File: src/rtl/circle_tracker_pkg.sv
// circle_pkg: shared types and constants for the playfield circle tracker.
//   - state_t      : tracker FSM state encoding
//   - KEY_*        : USB HID keycodes for the four lanes (A, S, D, F)
//   - LANE_X_*     : screen column of each lane centre
//   - lane_lookup(): maps a 2-bit lane code to {x[9:0], key[7:0]}
package circle_pkg;

  typedef enum logic [1:0] {
    ST_IDLE    = 2'd0,
    ST_FALLING = 2'd1,
    ST_DONE    = 2'd2
  } state_t;

  localparam logic [7:0] KEY_A = 8'd4;
  localparam logic [7:0] KEY_S = 8'd22;
  localparam logic [7:0] KEY_D = 8'd7;
  localparam logic [7:0] KEY_F = 8'd9;

  localparam logic [9:0] LANE_X_0 = 10'd160;
  localparam logic [9:0] LANE_X_1 = 10'd260;
  localparam logic [9:0] LANE_X_2 = 10'd380;
  localparam logic [9:0] LANE_X_3 = 10'd480;

  // Returns {x, key} for the given lane code.
  function automatic logic [17:0] lane_lookup(input logic [1:0] lane);
    logic [17:0] result;
    case (lane)
      2'd0:    result = {LANE_X_0, KEY_A};
      2'd1:    result = {LANE_X_1, KEY_S};
      2'd2:    result = {LANE_X_2, KEY_D};
      default: result = {LANE_X_3, KEY_F};
    endcase
    return result;
  endfunction

endpackage

File: src/rtl/circle_tracker_if.sv
// circle_tracker_if: handshake between the rhythm-game control FSM and the
// circle tracker.
//   spawn         : FSM -> tracker, one-cycle launch strobe
//   circletype    : FSM -> tracker, lane code sampled with spawn
//   reload        : FSM -> tracker, level, restores the initial health
//   out_of_bounds : tracker -> FSM, current circle resolved (hit or miss)
//   health        : tracker -> FSM, saturating score
interface circle_tracker_if;
  import circle_pkg::*;

  logic       spawn;
  logic [1:0] circletype;
  logic       reload;
  logic       out_of_bounds;
  logic [3:0] health;

  modport master (
    output spawn, circletype, reload,
    input  out_of_bounds, health
  );

  modport slave (
    input  spawn, circletype, reload,
    output out_of_bounds, health
  );

endinterface

File: src/rtl/circle_tracker_key_edge.sv
// key_edge: rising-match detector for a target keycode.
//   Clk, Reset : clock and synchronous active-high reset
//   keycode    : current USB HID keycode
//   target     : keycode to watch for
//   press      : high for the cycle where keycode first equals target
module key_edge
  import circle_pkg::*;
(
  input  logic       Clk,
  input  logic       Reset,
  input  logic [7:0] keycode,
  input  logic [7:0] target,
  output logic       press
);

  logic [7:0] prev_key_reg;

  always_ff @(posedge Clk) begin
    if (Reset) begin
      prev_key_reg <= 8'd0;
    end else begin
      prev_key_reg <= keycode;
    end
  end

  // Holding the key keeps prev == target, so no repeat press.
  assign press = (keycode == target) && (prev_key_reg != target);

endmodule

File: src/rtl/circle_tracker.sv
// circle_tracker: animates one falling circle per spawn and judges the
// player's keypress against a hit window around HIT_Y.
//   Clk, Reset    : clock and synchronous active-high reset
//   frame_tick    : one-cycle pulse per video frame
//   keycode       : current USB HID keycode
//   bus (slave)   : spawn/circletype/reload in, out_of_bounds/health out
//   circle_active : circle should be drawn (state FALLING)
//   circle_x/y    : circle centre column / row
//   hit, miss     : one-cycle resolution pulses
module circle_tracker
  import circle_pkg::*;
#(
  parameter int SPEED       = 4,
  parameter int HIT_Y       = 400,
  parameter int WINDOW      = 16,
  parameter int BOTTOM      = 479,
  parameter int INIT_HEALTH = 3
) (
  input  logic             Clk,
  input  logic             Reset,
  input  logic             frame_tick,
  input  logic [7:0]       keycode,
  circle_tracker_if.slave  bus,
  output logic             circle_active,
  output logic [9:0]       circle_x,
  output logic [9:0]       circle_y,
  output logic             hit,
  output logic             miss
);

  localparam logic [10:0] WIN_LO   = 11'(HIT_Y - WINDOW);
  localparam logic [10:0] WIN_HI   = 11'(HIT_Y + WINDOW);
  localparam logic [10:0] Y_LIMIT  = 11'(BOTTOM);
  localparam logic [3:0]  HEALTH_0 = 4'(INIT_HEALTH);

  state_t      state_reg;
  logic [9:0]  x_reg;
  logic [9:0]  y_reg;
  logic [7:0]  lane_key_reg;
  logic [3:0]  health_reg;
  logic        hit_reg;
  logic        miss_reg;

  logic        press;
  logic [17:0] lane;
  logic [10:0] y_adv;
  logic        falling;
  logic        in_window;
  logic        hit_now;
  logic        miss_now;

  key_edge u_key_edge (
    .Clk     (Clk),
    .Reset   (Reset),
    .keycode (keycode),
    .target  (lane_key_reg),
    .press   (press)
  );

  assign lane      = lane_lookup(bus.circletype);
  // One extra bit so the bottom test cannot wrap.
  assign y_adv     = {1'b0, y_reg} + 11'(SPEED);
  assign falling   = (state_reg == ST_FALLING);
  assign in_window = ({1'b0, y_reg} >= WIN_LO) && ({1'b0, y_reg} <= WIN_HI);
  // A press is judged against the registered y, so it beats a same-cycle tick.
  assign hit_now   = falling && press && in_window;
  assign miss_now  = falling && frame_tick && !hit_now && (y_adv > Y_LIMIT);

  always_ff @(posedge Clk) begin
    if (Reset) begin
      state_reg    <= ST_IDLE;
      x_reg        <= 10'd0;
      y_reg        <= 10'd0;
      lane_key_reg <= 8'd0;
      health_reg   <= HEALTH_0;
      hit_reg      <= 1'b0;
      miss_reg     <= 1'b0;
    end else begin
      hit_reg  <= 1'b0;
      miss_reg <= 1'b0;
      if (bus.reload) begin
        health_reg <= HEALTH_0;
        state_reg  <= ST_IDLE;
      end else begin
        case (state_reg)
          ST_IDLE, ST_DONE: begin
            if (bus.spawn) begin
              x_reg        <= lane[17:8];
              lane_key_reg <= lane[7:0];
              y_reg        <= 10'd0;
              state_reg    <= ST_FALLING;
            end
          end
          ST_FALLING: begin
            if (hit_now) begin
              hit_reg    <= 1'b1;
              health_reg <= (health_reg == 4'd15) ? health_reg : health_reg + 4'd1;
              state_reg  <= ST_DONE;
            end else if (miss_now) begin
              miss_reg   <= 1'b1;
              health_reg <= (health_reg == 4'd0) ? health_reg : health_reg - 4'd1;
              state_reg  <= ST_DONE;
            end else if (frame_tick) begin
              y_reg <= y_adv[9:0];
            end
          end
          default: state_reg <= ST_IDLE;
        endcase
      end
    end
  end

  assign circle_active     = (state_reg == ST_FALLING);
  assign bus.out_of_bounds = (state_reg == ST_DONE);
  assign bus.health        = health_reg;
  assign circle_x          = x_reg;
  assign circle_y          = y_reg;
  assign hit               = hit_reg;
  assign miss              = miss_reg;

endmodule

File: src/flat_wrapper.sv
// flat-port wrapper written by rule: the top's interface ports become plain ports
module circle_tracker_flat import circle_pkg::*;
#(
  parameter int SPEED       = 4,
  parameter int HIT_Y       = 400,
  parameter int WINDOW      = 16,
  parameter int BOTTOM      = 479,
  parameter int INIT_HEALTH = 3
)
  (Clk, Reset, frame_tick, keycode, circle_active, circle_x, circle_y, hit, miss, bus_spawn, bus_circletype, bus_reload, bus_out_of_bounds, bus_health);
  circle_tracker_if bus_i ();
  input  logic Clk;
  input  logic Reset;
  input  logic frame_tick;
  input  logic [7:0] keycode;
  output logic circle_active;
  output logic [9:0] circle_x;
  output logic [9:0] circle_y;
  output logic hit;
  output logic miss;
  input wire logic [$bits(bus_i.spawn)-1:0] bus_spawn;
  input wire logic [$bits(bus_i.circletype)-1:0] bus_circletype;
  input wire logic [$bits(bus_i.reload)-1:0] bus_reload;
  output wire logic [$bits(bus_i.out_of_bounds)-1:0] bus_out_of_bounds;
  output wire logic [$bits(bus_i.health)-1:0] bus_health;
  assign bus_i.spawn = bus_spawn;
  assign bus_i.circletype = bus_circletype;
  assign bus_i.reload = bus_reload;
  assign bus_out_of_bounds = bus_i.out_of_bounds;
  assign bus_health = bus_i.health;
  circle_tracker #(.SPEED(SPEED), .HIT_Y(HIT_Y), .WINDOW(WINDOW), .BOTTOM(BOTTOM), .INIT_HEALTH(INIT_HEALTH)) u_core (.Clk(Clk), .Reset(Reset), .frame_tick(frame_tick), .keycode(keycode), .bus(bus_i), .circle_active(circle_active), .circle_x(circle_x), .circle_y(circle_y), .hit(hit), .miss(miss));
endmodule
File: config.mk
export PLATFORM = sky130hd
export DESIGN_NAME = circle_tracker_flat
export DESIGN_NICKNAME = d
export VERILOG_FILES = /design/src/rtl/circle_tracker_pkg.sv /design/src/rtl/circle_tracker_if.sv /design/src/rtl/circle_tracker_key_edge.sv /design/src/rtl/circle_tracker.sv /design/src/flat_wrapper.sv
export SDC_FILE = /design/constraint.sdc
export NUM_CORES = 1
export LEC_CHECK = 0
export ABC_AREA = 1
export BUFFER_PORTS_ARGS = -buffer_cell sky130_fd_sc_hd__buf_2
export CELL_PAD_IN_SITES_DETAIL_PLACEMENT = 0
export CELL_PAD_IN_SITES_GLOBAL_PLACEMENT = 1
export CORE_MARGIN = 2
export CORE_UTILIZATION = 34
export DETAILED_ROUTE_END_ITERATION = 8
export PLACE_DENSITY = 0.77
export SYNTH_ARGS = -nofsm -noshare
export SYNTH_HDL_FRONTEND = slang
export SYNTH_SLANG_ARGS = --single-unit
export TNS_END_PERCENT = 100
File: constraint.sdc
create_clock -name Clk -period 2.25 [get_ports Clk]
set_clock_uncertainty 0.05 [all_clocks]
set_input_delay 0.3375 -clock Clk [delete_from_list [all_inputs] [get_ports Clk]]
set_output_delay 0.3375 -clock Clk [all_outputs]
set_load 0.02 [all_outputs]
# [Word-level counts from Yosys, hierarchy flattened]
# Cells that the tools add are included.
[classes] order_cmp=3 muxes=16 n_bitwise=2 add_sub_neg=3 n_reduce_logical=21 eq_ne=14
[op_table] operator="case mux 17 bit (3 select lines)" n=1
[op_table] operator="2-to-1 mux 10 bit" n=4
[op_table] operator="case mux 10 bit (2 select lines)" n=1
[op_table] operator="2-to-1 mux 4 bit" n=4
[op_table] operator="adder 10 x 3 -> 11 bit (second input constant)" n=1
[op_table] operator="> comparator 11 x 9 -> 1 bit (second input constant)" n=1
[op_table] operator="greater-or-equal comparator 10 x 9 -> 1 bit (second input constant)" n=1
[op_table] operator="less-or-equal comparator 10 x 9 -> 1 bit (second input constant)" n=1
[op_table] operator="!= test 2 bit (second input constant)" n=5
[op_table] operator="== test 8 bit" n=1
[op_table] operator="!= test 8 bit" n=1
[op_table] operator="logical AND 1 bit" n=7
[op_table] operator="2-to-1 mux 2 bit" n=3
[op_table] operator="AND reduction 6 bit" n=1
[op_table] operator="adder 4 x 1 -> 4 bit (second input constant)" n=1
[op_table] operator="== test 2 x 1 -> 1 bit (second input constant)" n=2
[op_table] operator="== test 2 bit (second input constant)" n=2
[op_table] operator="== test 4 bit (second input constant)" n=1
[op_table] operator="logical NOT 2 bit" n=2
[op_table] operator="logical NOT 4 bit" n=1
[op_table] operator="case mux 2 bit (2 select lines)" n=1
[op_table] operator="AND reduction 4 bit" n=1
[op_table] operator="nonzero test 2 bit" n=2
[op_table] operator="OR reduction 2 bit" n=2
[op_table] operator="other kinds (10)" n=12
[word_totals] ff_bits=44 output_inout_bits=28 word_cells=67 input_bits=15

# [Logic depth before layout (Yosys ltp)]
# Gate-level depths: netlist (run 1).
[depth] ltp_word=10 mapped_depth=18 depth_no_buf=18

# [By module]
# A second synthesis (run 1) with hierarchy kept.
[hier_totals] cells_unflattened=306 area_unflattened_um2=1975.6
[modules_own_cells] mod="circle_tracker" area_each_um2=1477.7 instances=1 seq_area_each_um2=500.5 cells_each=215
[modules_own_cells] mod="key_edge" area_each_um2=498.0 instances=1 seq_area_each_um2=160.2 cells_each=91

# [Least setup slack after synthesis (run 1)]
# OpenSTA, ideal clock, no wires.
[synth_timing] path_type="flip-flop to flip-flop" startpoint="register u_core.y_reg[2], in the netlist u_core.circle_y[2]" endpoint="register u_core.health_reg[3], in the netlist u_core.bus.health[3]" setup_slack_ns=-0.117 path_stages_with_launch=17 required_time_ns=2.087 arrival_time_ns=2.204 period_less_slack_ns=2.367 setup_ns=0.113 path_buffers=0 path_cell_list="dfxtp_1 inv_1 ha_1 nand2_1 nand2_1 and3_2 nand3_4 ha_1 a21o_1 a21oi_1 inv_1 nand2_1 nand2_1 inv_1 nand3_2 nor2_1 nor2_1"
[synth_via] elab_chain_len=8 elab_cells_between_ends=14 cone_classes="add/sub: 1; order compare: 3; eq/ne: 2; mux: 1; reduce/logical: 7"
[synth_rtl] item="start: declaration" line="circle_tracker.sv:38" source="logic [9:0] y_reg;"
[synth_rtl] item="start signal: assignment" line="circle_tracker.sv:104" source="y_reg <= y_adv[9:0];"
[synth_rtl] item="parallel branches: the longest is 8 deep, another holds adder 10 x 3 -> 11 bit"
[synth_rtl] item="end signal: assignment" line="circle_tracker.sv:97" source="health_reg <= (health_reg == 4'd15) ? health_reg : health_reg + 4'd1;"
[synth_rtl] item="end signal: assignment" line="circle_tracker.sv:101" source="health_reg <= (health_reg == 4'd0) ? health_reg : health_reg - 4'd1;"
[synth_rtl] item="end: declaration" line="circle_tracker.sv:40" source="logic [3:0] health_reg;"
# Parallel ways; which one is timed is not known.
# A chain may end at the register's enable or synchronous reset.

# [Worst setup path in the final report (run 1)]
[layout_timing] startpoint="register u_core.lane_key_reg[1]" endpoint="register u_core.health_reg[3], in the netlist u_core.bus.health[3]"
[layout_via] elab_chain_len=9 elab_cells_between_ends=13 cone_classes="eq/ne: 4; mux: 1; reduce/logical: 8"
[layout_rtl] item="start: declaration" line="circle_tracker.sv:39" source="logic [7:0] lane_key_reg;"
[layout_rtl] item="start signal: assignment" line="circle_tracker.sv:89" source="lane_key_reg <= lane[7:0];"
[layout_rtl] item="== test 8 bit / != test 8 bit (equally long branches)" line="circle_tracker_key_edge.sv:27" source="assign press = (keycode == target) && (prev_key_reg != target);"
[layout_rtl] item="logical AND 1 bit (*)" line="circle_tracker_key_edge.sv:27"
[layout_rtl] item="logical AND 1 bit (*) (2 in a row)" line="circle_tracker.sv:66" source="assign hit_now = falling && press && in_window;"
[layout_rtl] item="logical NOT 1 bit" line="circle_tracker.sv:67" source="assign miss_now = falling && frame_tick && !hit_now && (y_adv > Y_LIMIT);"
[layout_rtl] item="logical AND 1 bit (2 in a row)" line="circle_tracker.sv:67"
[layout_rtl] item="nonzero test 2 bit (no line)"
[layout_rtl] item="AND reduction 4 bit (no line)"
# Every way passes the cells marked *; elsewhere a longest branch is shown, timed or not.

==> impl_results.md, run 1 <==
* Status: finished, final reports clean
* Placed Area at 0.00232 mm²
* Max IR drop VDD at 0.241 mV
* Cell Rows at 27
* I/O Buffers at 37
* Worst skew pair latency at 0.28 ns
* Initial core utilization at 35.5%
* Die Ht at 80.3 µm
* Critical path launch point type: flop
* H-tree depth at 2
* DRC viols at 0
* Drt pass-1 iters at 4
* Routed wire length at 4.77 mm
* Core box area at 0.00557 mm²
* Ys async rst share at 0%
* Fmax at 471 MHz
* RR Endpoint: u_core.bus.health[3]$_SDFFE_PP0P_
* TNS Setup at 0 ns
* Maxcap violations at 0
* Synth-to-layout area growth at 24.9%
* Synth warn at 0
* TritonCTS Buffers at 5
* Simple-Gate Fraction of Synth Area at 37.1%
* Top cells by area, synth: dfxtp_1, nand2_1, nor2_1
* Setup violators final at 0
* Leading area contributor after synthesis: dfxtp_1
* Arrival time at the worst endpoint at 2.29 ns
* Class of the most critical setup path: flop to flop
* Hold EP: u_core.u_key_edge.prev_key_reg[7]$_SDFF_PP0_
* Die area at 0.00645 mm²
* Hold Crit Class: input port to flop
* Worst-path fanout max at 3
* Mapped cell area at 0.00198 mm²
* CP Capture Type: flop
* Final slew viol count at 0
* Worst slack, placed at -0.0119 ns
* Post-synthesis mux area share at 0%
* Root buf cell: clkbuf_8
* Placer Congestion at 0.815
* Required time of the critical path at 2.42 ns
* Share of cells above drive strength 1 at 30.5%
* Synth top cells by count: nand2_1, nor2_1, inv_1, dfxtp_1, nand3_1
* Sequential share of the synthesized area at 33.4%
* Total GRT Usage at 15.9%
* CTS tree: done
* RR Startpoint: u_core.lane_key_reg[1]$_SDFFE_PP0P_
* Routed via count at 1907
* Maximum root-to-sink buffer count at 2
* Min cycle time layout at 2.12 ns
* Distinct cells, synth at 35
* Worst setup margin at 0.128 ns
* Grt ovf at 0
* Synthesized area per cell at 6.78 µm²
* Hold Vio Cnt, Final at 0
* Vias per cell at 4.55
* Main combinational cell family by area after synthesis: simple AND/OR/NAND/NOR gates
* Fillers at 639
* Slew margin rel. at 63.1%
* ANT cells at 0
* Nets at 371
* Worst slew pin tran at 0.548 ns
* Worst hold start: keycode[7]
* Synth Area in Compound Gates at 9.73%
* #FFs+latches synth at 33
* Reg-to-reg slack, setup at 0.13 ns
* Most numerous cell in the Yosys netlist: nand2_1
* DRT antenna net count at 0
* Power Dens Cells at 492 mW/mm²
* Most common flop cell mapped by yosys: dfxtp_1
* Top cell type's share of synthesized area at 33.4%
* Hold Path Depth at 3
* Placed insts at 410
* Number of global-route vias before repair at 1756
* Post-synth EDFFs at 0
* LEAKAGE at 0.00119 µW
* 1st-iter DRT viols at 58
* Non-filler cells in the finished layout at 419
* Area share of fa/ha/maj cells after synthesis at 6.70%
* Post-Synth XOR/XNOR Area at 0.884%
* Fin area at 0.00247 mm²
* Post-DP HPWL at 3.76 mm
* RSZ-0062 raised after global routing: no
* First-pass GRT wire length at 8.00 mm
* Initial antenna violation count at 0
* Pwr Total at 1220 µW
* Clock transition at path regs at 0.07 ns
* Largest net degree at the start of global routing at 24
* I/O pin count at 43
* Routed length per placed instance at 11.4 µm
* Total clock sinks at 33
* Cells after Synth at 292
* Die width at 80.3 µm
* R2R cell count at 18
* Fin crit share at 94.3%
-- where the power goes --
part / total [µW] / internal, µW / switching, µW
clock: 430 / 214 / 216
sequential: 615 / 603 / 12.5
combinational: 172 / 59.4 / 112
-- cell usage in the layout, fill, tap and decap left out, types with 3 or more instances in the layout --
cell type	count
a21oi_1	17
buf_2	37
buf_4	16
clkbuf_8	5
conb_1	5
dfxtp_1	24
dfxtp_2	7
ha_1	8
inv_1	37
inv_2	6
nand2_1	68
nand2_2	11
nand3_1	19
nand4_1	6
nor2_1	38
nor2_2	5
nor2_4	3
nor3_1	3
o21ai_0	3
-- critical path, cell delays in order, from the launching register on --
cell and delay (ns):
dfxtp_2 0.34, buf_6 0.12, nand2_4 0.07, nand2_4 0.06, nor2_4 0.08, nand2_2 0.06
nor2_4 0.14, nand3_4 0.11, ha_4 0.21, a21o_1 0.16, a21oi_2 0.15, inv_1 0.05
nand2_1 0.06, nand2_1 0.05, inv_1 0.06, nand3_2 0.07, nand2_1 0.07, nand2_1 0.04
nor2_1 0.10
-- logic make-up after synthesis --
kind of cell             count (synthesis)
AO/OA/AOI/OAI                           30
flip-flops                              33
buffers and inverters                   55
XOR/XNOR                                 2
adder cells (fa/ha/maj)                 10
AND/OR/NAND/NOR                        161
other                                    1
-- how the worst max path moves through the flow --
| stage | from | cells after the start | slack (ns) | to |
|---|---|---|---|---|
| 6_report | u_core.lane_key_reg[1]$_SDFFE_PP0P_ | 18 | 0.13 | u_core.bus.health[3]$_SDFFE_PP0P_ |
| 5_1_grt | u_core.state_reg[1]$_SDFFE_PP0P_ | 17 | 0.0005 | u_core.bus.health[3]$_SDFFE_PP0P_ |
| 4_1_cts | u_core.lane_key_reg[1]$_SDFFE_PP0P_ | 18 | 0.008 | u_core.bus.health[3]$_SDFFE_PP0P_ |
| 3_5_place_dp | keycode[1] | 18 | -0.01 | u_core.bus.health[3]$_SDFFE_PP0P_ |
| 3_3_place_gp | keycode[1] | 18 | 0.04 | u_core.bus.health[3]$_SDFFE_PP0P_ |
| 2_1_floorplan | u_core.circle_y[2]$_SDFFE_PP0P_ | 16 | 0.003 | u_core.bus.health[3]$_SDFFE_PP0P_ |
-- per-layer routing --
metal / vias to the layer above / track usage (%) / wire length (µm)
met2: 37 / 26.1 / 2230
met4: 0 / 4.58 / 51
met1: 847 / 20.7 / 2270
li1: 1016 / - / -
met3: 7 / 3.93 / 220
met5: - / 0 / 0
-- repair_timing --
item                                   in CTS  in global routing
pin swaps                                   0                 11
resized for setup                           1                 20
setup endpoints to repair                   1                  1
hold buffers                                0                  0
buffers inserted                            0                  1
endpoints found under the hold margin       0                  0
-- stage by stage --
| stage | hold WS (ns) | utilization [%] |
|---|---|---|
| 6_report | 0.222 | 44.4 |
| 5_1_grt | 0.230 | 44.4 |
| 4_1_cts | 0.218 | 43.2 |
| 3_5_place_dp | 0.405 | 41.7 |
| 3_3_place_gp | 0.404 | 41.7 |
| 2_1_floorplan | 0.366 | - |
-- cell type report --
class	instances	area (µm²)	area share (%)
multi-input cells	208	1140	46.2
flip-flops and latches	33	677	27.4
repair buffers	54	317	12.8
inverters	44	165	6.68
well taps	72	90.1	3.64
clock buffers	6	72.6	2.93
clock inverters	2	10.0	0.405
Note: power is estimated with default switching activity, not from simulation.
==> run 2: changes to the inputs <==
--- a/config.mk
+++ b/config.mk
@@ -7,12 +7,10 @@
 export LEC_CHECK = 0
 export ABC_AREA = 1
 export BUFFER_PORTS_ARGS = -buffer_cell sky130_fd_sc_hd__buf_2
-export CELL_PAD_IN_SITES_DETAIL_PLACEMENT = 0
-export CELL_PAD_IN_SITES_GLOBAL_PLACEMENT = 1
 export CORE_MARGIN = 2
-export CORE_UTILIZATION = 34
+export CORE_UTILIZATION = 45
 export DETAILED_ROUTE_END_ITERATION = 8
-export PLACE_DENSITY = 0.77
+export PLACE_DENSITY = 0.73
 export SYNTH_ARGS = -nofsm -noshare
 export SYNTH_HDL_FRONTEND = slang
 export SYNTH_SLANG_ARGS = --single-unit
==> run 2 against run 1 <==
Compared with the run above: register-to-register slack worse by 0.03 ns; routed wire length is 2.1% lower; sequential share of layout area is 0.60 points lower; fmax is 1.2% lower; non-clock buffer count is 5 higher; global-route usage is 3.9 points higher; first-iteration DRC count is 88% higher; total power is 13% higher; clock power is 37% higher; worst hold slack worse by 0.013 ns; via count is 1.5% higher; critical path depth is 1 lower; critical endpoint unchanged; largest power group unchanged; highest routed layer unchanged.
==> impl_results.md, run 2 (same netlist as run 1, synthesis figures left out) <==
* Status: finished, final reports clean
* Share of cells above drive strength 1 at 32.1%
* Max incr delay on CP at 0.35 ns
* Synth-to-layout area growth at 26.7%
* Routed wire length at 4.67 mm
* RSZ-0062 raised after global routing: yes
* ANT cells at 0
* Commonest non-fill, non-tap cell in the layout: nand2_1
* Min cycle time layout at 2.15 ns
* Root buf cell: clkbuf_8
* Placer Congestion at 0.842
* I/O Buffers at 37
* Number of global-route vias before repair at 1773
* RR Endpoint: u_core.bus.health[3]$_SDFFE_PP0P_
* Vias per cell at 4.79
* Final Core Density at 58.4%
* DRC viols at 0
* Arrival time at the worst endpoint at 2.33 ns
* Maximum root-to-sink buffer count at 2
* Die Ht at 70.3 µm
* Core box area at 0.00429 mm²
* Class of the most critical setup path: flop to flop
* Required time of the critical path at 2.43 ns
* Worst-path fanout max at 4
* Die area at 0.00495 mm²
* Routed length per placed instance at 11.6 µm
* RR Startpoint: u_core.state_reg[1]$_SDFFE_PP0P_
* I/O pin count at 43
* Slew margin rel. at 66.7%
* Setup crit start: u_core.state_reg[1]$_SDFFE_PP0P_
* Drt pass-1 iters at 4
* Top cell by count, worst path: nand2_1
* LEAKAGE at 0.00123 µW
* Clock transition at path regs at 0.07 ns
* CP max stage cell: dfxtp_1
* CTS tree: done
* Routed via count at 1935
* DRT antenna net count at 0
* TritonCTS Buffers at 5
* Hold Vio Cnt, Final at 0
* Cell Rows at 24
* First-pass GRT wire length at 7.85 mm
* Hold Crit Class: input port to flop
* Total GRT Usage at 19.9%
* Total clock sinks at 33
* Grt ovf at 0
* Critical path, cell by cell: nor2_4 > nand2_2 > nor2_2 > nand2_2 > nor2_4 > nand3_4 > ha_4 > a21o_1 > a21oi_2 > inv_1 > nand2_1 > nand2_1 > inv_2 > nand3_2 > nand2_1 > nand2_1 > nor2_1
* Nets at 376
* Most frequent cells in the layout: nand2_1, nor2_1, buf_2
* Reg-to-reg slack, setup at 0.10 ns
* Critical path launch point type: flop
* Crit path to: u_core.bus.health[3]$_SDFFE_PP0P_
* Power Dens Cells at 548 mW/mm²
* Hold Worst Slack at 0.208 ns
* Pwr Total at 1380 µW
* Maxcap violations at 0
* R2R cell count at 17
* Max IR drop VDD at 0.226 mV
* Final slew viol count at 0
* Post-DP HPWL at 3.44 mm
* H-tree depth at 2
* Placed insts at 390
* Largest net degree at the start of global routing at 24
* CP Capture Type: flop
* Hold Buf Count CTS at 0
* Worst skew pair latency at 0.29 ns
* Die width at 70.3 µm
* Initial core utilization at 46.1%
* Setup violators final at 0
* Non-filler cells in the finished layout at 404
* Fmax at 465 MHz
* Fin crit share at 95.5%
* 1st-iter DRT viols at 109
* Initial antenna violation count at 0
* Worst slew pin tran at 0.495 ns
* Fillers at 444
run 2: stage by stage:
stage                     cell area, µm²  setup TNS, ns  worst slack [ns]
final                               2510              0             0.101
after global routing                2510         -0.142            -0.113
after CTS                           2420              0            0.0344
after detailed placement            2300        -0.0172           -0.0172
after global placement              2300              0            0.0786
after floorplan                     2000              0           0.00331
run 2: worst min path at each step:
| stage | start | endpoint | slack (ns) | cells past startpoint |
|---|---|---|---|---|
| 2_1_floorplan | Reset | u_core.lane_key_reg[1]$_SDFFE_PP0P_ | 0.37 | 1 |
| 5_1_grt | keycode[7] | u_core.u_key_edge.prev_key_reg[7]$_SDFF_PP0_ | 0.23 | 3 |
| 4_1_cts | keycode[7] | u_core.u_key_edge.prev_key_reg[7]$_SDFF_PP0_ | 0.20 | 3 |
| 6_report | keycode[7] | u_core.u_key_edge.prev_key_reg[7]$_SDFF_PP0_ | 0.21 | 3 |
| 3_5_place_dp | u_core.circle_x[7]$_SDFFE_PP0P_ | u_core.circle_x[7]$_SDFFE_PP0P_ | 0.41 | 2 |
| 3_3_place_gp | u_core.circle_x[7]$_SDFFE_PP0P_ | u_core.circle_x[7]$_SDFFE_PP0P_ | 0.40 | 2 |
run 2: critical path, delay by kind of cell (launching register included):
kind,cells,cell delay [ns]
buffers and inverters,2,0.10
flip-flops,1,0.35
AO/OA/AOI/OAI,2,0.33
adder cells (fa/ha/maj),1,0.22
AND/OR/NAND/NOR,12,1.03
run 2: power breakdown:
group / leakage (µW) / switching [µW] / internal [µW]
Sequential: 0.000274 / 11.2 / 604
Combinational: 0.000895 / 111 / 58.5
Clock: 0.0000574 / 231 / 360
run 2: layout make-up:
class	instances	area, µm²	area share [%]
multi-input cells	208	1130	45.2
flip-flops and latches	33	672	26.8
repair buffers	59	350	14.0
inverters	44	168	6.68
clock buffers	6	82.6	3.29
well taps	52	65.1	2.59
clock inverters	2	37.5	1.50
run 2: what timing repair did:
item                       in CTS  in global routing
hold endpoints to repair        0                  0
pin swaps                       0                 11
setup endpoints to repair       1                  1
gates resized for setup         2                 17
buffers inserted                0                  6
run 2: routing by layer:
metal  vias to the layer above  GRT usage [%]  part of all wire, %
met1                       870           25.4                   45
met3                         5           4.62                  5.3
met4                         0           7.05                  1.4
met5                         -              0                    0
li1                       1021              -                    -
met2                        39           32.6                   49
==> run 3: changes to the inputs <==
==> constraint.sdc (replaced) <==
create_clock -name Clk -period 2.25 [get_ports Clk]
set_clock_uncertainty 0.05 [all_clocks]
set_input_delay 0.1125 -clock Clk [delete_from_list [all_inputs] [get_ports Clk]]
set_output_delay 0.1125 -clock Clk [all_outputs]
set_load 0.02 [all_outputs]
==> run 3 against run 2 <==
Compared with the run above: the flow now finishes with violations (hold timing); setup slack lost 0.046 ns; clock-buffer cell count grew 1; flip-flop and latch count is the same; worst hold slack lost 0.21 ns; sequential power is essentially flat; die area is the same; global-route usage grew 0.23 points; register-to-register slack lost 0.05 ns; critical endpoint unchanged; largest cell class unchanged.
==> impl_results.md, run 3 (same netlist as run 1, synthesis figures left out) <==
* Worst skew pair latency at 0.29 ns
* DRT antenna net count at 0
* Total GRT Usage at 20.1%
* Clock transition at path regs at 0.07 ns
* Hold Crit Class: input port to flop
* Die width at 70.3 µm
* Vias per cell at 4.87
* CP max stage cell: dfxtp_4
* Power Dens Cells at 519 mW/mm²
* LEAKAGE at 0.00121 µW
* Required time of the critical path at 2.43 ns
* Die area at 0.00495 mm²
* Fin crit share at 97.5%
* Nets at 374
* Routed via count at 1959
* Most frequent cells in the layout: nand2_1, nor2_1, buf_2
* Arrival time at the worst endpoint at 2.37 ns
* Top cell by count, worst path: nand2_1
* I/O pin count at 43
* Initial core utilization at 46.1%
* Cell Rows at 24
* Maxcap violations at 0
* Placer Congestion at 0.899
* Hold Worst Slack at -0.00381 ns
* Class of the most critical setup path: flop to flop
* Root buf cell: clkbuf_8
* Max incr delay on CP at 0.38 ns
* Hold Vio Cnt, Final at 1
* Placed insts at 387
* Slew margin rel. at 65.0%
* CTS tree: done
* Core box area at 0.00429 mm²
* Pwr Total at 1290 µW
* 1st-iter DRT viols at 123
* Critical path launch point type: flop
* Synth-to-layout area growth at 25.1%
* Largest net degree at the start of global routing at 24
* TritonCTS Buffers at 5
* Failing checks: hold timing
* Die Ht at 70.3 µm
* H-tree depth at 2
* Critical path, cell by cell: nand2_4 > inv_2 > nand2_2 > nor2_4 > nand2_2 > nor2_4 > nand3_4 > ha_4 > a21o_1 > a21oi_2 > inv_1 > nand2_1 > nand2_1 > inv_1 > nand3_2 > nand2_1 > nand2_1 > nor2_1
* Number of global-route vias before repair at 1823
* Worst hold start: keycode[7]
* RSZ-0062 raised after global routing: yes
* Post-DP HPWL at 3.48 mm
* Final Core Density at 57.7%
* Maximum root-to-sink buffer count at 2
* I/O Buffers at 37
* Total clock sinks at 33
* Setup violators final at 0
* Routed wire length at 4.90 mm
* Grt ovf at 0
* Min cycle time layout at 2.19 ns
* Fillers at 446
* First-pass GRT wire length at 7.86 mm
* Routed length per placed instance at 12.2 µm
* ANT cells at 0
* Worst slew pin tran at 0.520 ns
* CP Capture Type: flop
* Worst-path fanout max at 6
* Status: finished with violations
* Max IR drop VDD at 0.261 mV
* Fmax at 456 MHz
* DRC viols at 0
* Commonest non-fill, non-tap cell in the layout: nand2_1
* RR Startpoint: u_core.circle_y[7]$_SDFFE_PP0P_
* Drt pass-1 iters at 4
* Share of cells above drive strength 1 at 30.3%
* Initial antenna violation count at 0
* Final slew viol count at 0
* Non-filler cells in the finished layout at 402
* Setup crit start: u_core.circle_y[7]$_SDFFE_PP0P_
==> run 3: final timing paths <==
| kind | to | slack (ns) | cells past startpoint |
|---|---|---|---|
| hold / removal | u_core.u_key_edge.prev_key_reg[7]$_SDFF_PP0_ | -0.004 | 3 |
| hold reg to reg | u_core.circle_x[4]$_SDFFE_PP0P_ | 0.42 | 2 |
| setup / recovery | u_core.bus.health[3]$_SDFFE_PP0P_ | 0.06 | 18 |
| setup reg to reg | u_core.bus.health[3]$_SDFFE_PP0P_ | 0.06 | 18 |
==> run 3: final cells by class <==
cell class	count	area (µm²)	share of cell area, %
Multi-Input combinational cell	208	1130	45.8
Sequential cell	33	672	27.1
Timing Repair Buffer	57	340	13.7
Inverter	44	165	6.66
Clock buffer	7	96.3	3.89
Tap cell	52	65.1	2.62
Clock inverter	1	5.00	0.202
==> run 3: timing repair <==
item	4_1_cts	5_1_grt
pin swaps	0	8
setup endpoints to repair	1	1
gates resized for setup	2	14
hold buffers	2	0
endpoints found under the hold margin	2	0
setup buffers	0	5
cloned	0	0
==> run 3: metrics by stage <==
step | area (µm²) | setup slack [ns] | TNS, ns
finish | 2480 | 0.0552 | 0
global route | 2480 | -0.0988 | -0.101
CTS | 2400 | 0.00798 | 0
detailed placement | 2270 | 0.00154 | 0
global placement | 2270 | 0.101 | 0
floorplan | 2000 | 0.00331 | 0
==> run 3: per-layer routing <==
| metal | up-vias | share of wire (%) | track usage, % |
|---|---|---|---|
| met5 | - | 0 | 0 |
| li1 | 1013 | - | - |
| met2 | 53 | 49 | 34.5 |
| met4 | 0 | 2.0 | 7.48 |
| met3 | 10 | 5.1 | 5.05 |
| met1 | 883 | 44 | 24.1 |
==> run 3: critical path, delay by kind of cell (launching register included) <==
kind,cells,cell delay (ns)
and+or+nand+nor,12,0.93
DFF,1,0.38
AOI/OAI and AO/OA,2,0.34
adders and majority gates,1,0.22
buffers and inverters,3,0.20
==> run 3: where the power goes <==
part           switching (µW)  internal (µW)
registers                11.4            603
clock network             223            276
logic                     114           57.8
total                     349            937
